### src/rtl/alu_sequencer.sv
// Sequencer driving a combinational ALU: one-step ADD/SUB/AND/PASS plus multi-step SHL and MUL
// built from repeated ALU adds, with valid/ready handshakes on request and result.
module alu_sequencer (
  input  logic        clk,
  input  logic        reset_bar,
  input  logic        op_valid,
  output logic        op_ready,
  input  logic [2:0]  op,
  input  logic [15:0] a,
  input  logic [15:0] b,
  input  logic [3:0]  n,
  output logic [15:0] alu_x,
  output logic [15:0] alu_y,
  output logic [5:0]  alu_c,
  output logic        alu_en_bar,
  input  logic [15:0] alu_val,
  input  logic        alu_z,
  input  logic        alu_lt,
  output logic        res_valid,
  input  logic        res_ready,
  output logic [15:0] result,
  output logic        z,
  output logic        lt
);

  localparam logic [2:0] OpAdd = 3'd0;
  localparam logic [2:0] OpSub = 3'd1;
  localparam logic [2:0] OpAnd = 3'd2;
  localparam logic [2:0] OpShl = 3'd3;
  localparam logic [2:0] OpMul = 3'd4;

  // Control word {ex,nx,ey,ny,f,no}
  localparam logic [5:0] CtlAdd  = 6'b101010;
  localparam logic [5:0] CtlSub  = 6'b111011;
  localparam logic [5:0] CtlAnd  = 6'b101000;
  localparam logic [5:0] CtlPass = 6'b100010;
  localparam logic [5:0] CtlZero = 6'b000010;

  typedef enum logic [1:0] {StIdle, StStep, StDone} state_e;

  state_e      state_q, state_d;
  logic [2:0]  op_q, op_d;
  logic [15:0] a_q, a_d;
  logic [15:0] b_q, b_d;
  logic [3:0]  n_q, n_d;
  logic [15:0] acc_q, acc_d;
  logic [3:0]  rem_q, rem_d;
  logic [15:0] result_q, result_d;
  logic        z_q, z_d;
  logic        lt_q, lt_d;

  logic        req_multi;
  logic [3:0]  req_steps;

  // SHL and MUL take n steps; everything else, including n=0, is a single step.
  assign req_multi = (op == OpShl) || (op == OpMul);
  assign req_steps = (req_multi && (n != 4'd0)) ? n : 4'd1;

  always_ff @(posedge clk or negedge reset_bar) begin
    if (!reset_bar) begin
      state_q  <= StIdle;
      op_q     <= '0;
      a_q      <= '0;
      b_q      <= '0;
      n_q      <= '0;
      acc_q    <= '0;
      rem_q    <= '0;
      result_q <= '0;
      z_q      <= 1'b0;
      lt_q     <= 1'b0;
    end else begin
      state_q  <= state_d;
      op_q     <= op_d;
      a_q      <= a_d;
      b_q      <= b_d;
      n_q      <= n_d;
      acc_q    <= acc_d;
      rem_q    <= rem_d;
      result_q <= result_d;
      z_q      <= z_d;
      lt_q     <= lt_d;
    end
  end

  always_comb begin
    state_d  = state_q;
    op_d     = op_q;
    a_d      = a_q;
    b_d      = b_q;
    n_d      = n_q;
    acc_d    = acc_q;
    rem_d    = rem_q;
    result_d = result_q;
    z_d      = z_q;
    lt_d     = lt_q;
    unique case (state_q)
      StIdle: begin
        if (op_valid) begin
          op_d    = op;
          a_d     = a;
          b_d     = b;
          n_d     = n;
          acc_d   = (op == OpShl) ? a : 16'd0;
          rem_d   = req_steps;
          state_d = StStep;
        end
      end
      StStep: begin
        acc_d = alu_val;
        if (rem_q == 4'd1) begin
          result_d = alu_val;
          z_d      = alu_z;
          lt_d     = alu_lt;
          state_d  = StDone;
        end else begin
          rem_d = rem_q - 4'd1;
        end
      end
      StDone: begin
        if (res_ready) state_d = StIdle;
      end
      default: state_d = StIdle;
    endcase
  end

  // ALU drive depends on registered state only.
  always_comb begin
    alu_x      = '0;
    alu_y      = '0;
    alu_c      = '0;
    alu_en_bar = 1'b1;
    if (state_q == StStep) begin
      alu_en_bar = 1'b0;
      case (op_q)
        OpAdd: begin
          alu_x = a_q;
          alu_y = b_q;
          alu_c = CtlAdd;
        end
        OpSub: begin
          alu_x = a_q;
          alu_y = b_q;
          alu_c = CtlSub;
        end
        OpAnd: begin
          alu_x = a_q;
          alu_y = b_q;
          alu_c = CtlAnd;
        end
        OpShl: begin
          if (n_q == 4'd0) begin
            alu_x = a_q;
            alu_c = CtlPass;
          end else begin
            alu_x = acc_q;
            alu_y = acc_q;
            alu_c = CtlAdd;
          end
        end
        OpMul: begin
          if (n_q == 4'd0) begin
            alu_c = CtlZero;
          end else begin
            alu_x = acc_q;
            alu_y = a_q;
            alu_c = CtlAdd;
          end
        end
        default: begin
          alu_x = a_q;
          alu_c = CtlPass;
        end
      endcase
    end
  end

  assign op_ready  = (state_q == StIdle);
  assign res_valid = (state_q == StDone);
  assign result    = result_q;
  assign z         = z_q;
  assign lt        = lt_q;

endmodule
### config.mk
export PLATFORM = sky130hd
export DESIGN_NAME = alu_sequencer
export DESIGN_NICKNAME = d
export VERILOG_FILES = /design/src/rtl/alu_sequencer.sv
export SDC_FILE = /design/constraint.sdc
export NUM_CORES = 1
export LEC_CHECK = 0
export CORE_AREA = 2 2 105 97
export DETAILED_ROUTE_END_ITERATION = 12
export DIE_AREA = 0 0 107 99
export PLACE_DENSITY = 0.8
export SYNTH_ARGS = -nofsm -noshare
export SYNTH_HDL_FRONTEND = slang
export SYNTH_SLANG_ARGS = --single-unit
### constraint.sdc
create_clock -name clk -period 2.1 [get_ports clk]
set_clock_uncertainty 0.2 [all_clocks]
set_input_delay 0.21 -clock clk [delete_from_list [all_inputs] [get_ports clk]]
set_output_delay 0.21 -clock clk [all_outputs]
set_load 0.02 [all_outputs]
==> summary.md <==
| Metric | Value |
|---|---|
| Status | complete, but fails checks |
| Failing checks | setup timing |
| Hold WC Path Type | in2async |
| Post-route setup slack | -0.421 ns |
| Max Freq | roughly 400 MHz |
| Post-synth top area cell | dfrtp_1 |
| Power Density | 1790 nW/µm² |
| CTS Buffer Depth | 2 |
| Category of the most critical setup path | reg2out |
| Largest net degree at the start of global routing | 39 |
| Die ar. | 10,600 µm² |
| Rel. slew slack | approximately 66% |
| Final Cycle Share | 120% |
| Final instance area | 5980 µm² |
| Most frequent cells after synthesis | nand2_1, dfrtp_1, a21oi_1 |
| Post-Syn Instances | 411 |
| Top_reg_cell synth | dfrtp_1 |
| Post-DP HPWL | 8880 µm |
| RSZ-0062 raised after global routing | yes |
| CTS tree | built |
| Crit path required time | 1.69 ns |
| Critical path's largest stage delay | approximately 0.57 ns |
| Initial antenna violation count | 0 |
| Final setup vio count | 34 |
| Filler instances | 726 |
| Critical-path top delay cell | or4_4 |
| Initial drt markers | 220 |
| CP max FO | 6 |
| Peak supply drop | 0.772 mV |
| Vias in the first global route | 3,820 |
| Net Count, Synth | 474 |
| Final nets | between 600 and 700 |
| Leakage Power | 2.74 nW |
| Synth area leaders | dfrtp_1, nand2_1, mux2_2 |
| Worst slack at placement | -0.468 ns |
| Skew-Pair Late Insertion Delay | 0.35 ns |
| Wire per inst | 18.1 µm |
| Clock Root Buffer | clkbuf_8 |
| Area of the multi-input gates | 1990 µm² |
| EDFF count, synth | 0 |
| Horiz. Die Dim | 107 µm |
| Layout cells sized above 1 | 30.4% |
| Overall Power | ~0.011 W |
| Drt pass-1 iters | 5 |
| Top-count cell post-synth | nand2_1 |
| CP delay by family, top | simple AND/OR/NAND/NOR gates |
| Mapped cell area | approximately 3900 µm² |
| Ys async rst share | 100% |
| # rows | 34 |
| Share of the synthesized area in the top cell type | 50.6% |
| Crit end category | output pin |
| Yosys warning count | 0 |
| Synth unique cells | 42 |
| Worst-Margin Slew | 0.514 ns |
| Post-route ant nets | 0 |
| Syn-to-layout area delta | 53.0% |
| Core area | around 9500 µm² |
| # port buffers | 118 |
| Drt via density | around 5.5 |
| H-tree depth | 3 |
| Tmin final | 2.52 ns |
| Avg Inst Size Synth | ~9.5 µm² |
| Gr usage total | 23.5% |
| DRC | 0 |
| Placer Congestion | 1.02 |
| Number of buffers created by CTS | 9 |
| Final wirelength | 12,500 µm |
| Slew Limit Fails | 0 |
| Critical path arrival | about 2.1 ns |
| Max cap viols | 0 |
| FF/Latch Area | 1980 µm² |
| Grt ovf | 0 |
| ANT cells | 0 |
| Area post-placement | between 5000 and 6000 µm² |
| Worst setup SP type | flop |
| TritonCTS sink count | 79 |
| Sequential share of the synthesized area | 50.6% |
| Final hold violation count | 0 |
| First-pass GRT wire length | 19,600 µm |
| FF+latch count, synth | 79 |
| Critical Path, Cell by Cell | or4_4 -> a211oi_4 -> buf_4 -> a22o_1 -> buf_6 |
| Initial Utilization | 41.2% |
| Top-Level Pins | 120 |
| DIE HEIGHT | roughly 100 µm |
| CP Buf/Inv Count | 2 |
| CTS clock-pin slew for the worst setup and hold paths | roughly 0.090 ns |
| Via Count | 3,820 |
[where the power goes]
part           leakage (nW)  switching [W]  internal, W
clock                0.0964       0.000588     0.000561
combinational          1.68        0.00342      0.00312
sequential            0.959       0.000708      0.00228
total                  2.74        0.00471      0.00596
[through the flow]
stage	utilization [%]	hold slack, ns	std cells	setup TNS, ns
floorplan	-	-0.286	411	-0.645
global placement	58.5	0.00323	667	-13.18
detailed placement	58.5	0.0128	667	-14.23
CTS	62.2	0.183	689	-11.83
global route	63.0	0.201	689	-14.03
finish	63.0	0.175	689	-12.52
[final cells by class]
cell class	count	share of cell area [%]
inverter	9	0.565
clock buffer	9	2.07
timing repair buffer	169	27.0
multi-input combinational	290	33.3
clock inverter	7	1.34
sequential	79	33.1
tap	126	2.64
[registers in the layout (all words and copies together), names as in the netlist, 2 cells and up]
name,flops
a_q,16
n_q,4
rem_q,4
b_q,16
acc_q,16
state_q,2
op_q,3
result,16
[cell usage in the layout (no fill, tap or decap), types with 9 or more instances in the layout]
cell type,count
buf_4,51
a221o_1,12
a22o_1,15
buf_6,23
clkbuf_8,9
nand3_1,14
a21oi_2,14
dfrtp_1,79
a32oi_2,14
nor2_1,9
mux2_2,18
clkdlybuf4s50_1,77
nand2_1,118
a21oi_1,14
and3_1,11
[what timing repair did]
action / in CTS / in global routing
setup endpoints to repair: 39 / 43
hold endpoints to repair: 35 / 0
pin swaps: 20 / 11
hold buffers: 1 / 0
setup buffers: 4 / 0
gates resized for setup: 215 / 22
cloned: 1 / 0
[layer usage]
metal  wire, µm  up-vias  share of wire [%]  track usage (%)
li1           -     1750                  -                -
met5          0        -                  0                0
met3        926       20                7.4             5.56
met1       5180     1873                 41             30.8
met2       6180      177                 50             39.3
met4        191        0                1.5             6.09
[worst reg2reg max path, cell delays in order (launching register included)]
cell and delay, ns:
dfrtp_1 0.39, nor2b_4 0.14, buf_4 0.15, buf_4 0.13, buf_4 0.15, nand2_1 0.10
buf_4 0.22, mux2_2 0.37
[cells by family (layout without fill, tap and decap cells)]
kind of cell    after synthesis  after routing  share of synthesized area (%)
buf+inv                      42            194                           4.87
fa+ha+maj                     2              2                          0.640
mux                          18             18                           5.19
compound gates               88             88                           17.3
simple gates                181            181                           21.4
other cells                   1              1                         0.0960
flops                        79             79                           50.6
[path summary, 6_finish.rpt]
check	start	end	slack (ns)	cells past startpoint
max in group asynchronous	reset_bar	result[0]	0.98	3
min	reset_bar	result[11]	0.18	2
min in group clk	b[10]	b_q[10]	0.19	3
min reg2reg	n_q[3]	n_q[3]	0.29	2
max	n_q[2]	alu_x[3]	-0.42	5
max reg2reg	state_q[0]	result[9]	0.13	7
(Power assumes the default switching activity.)
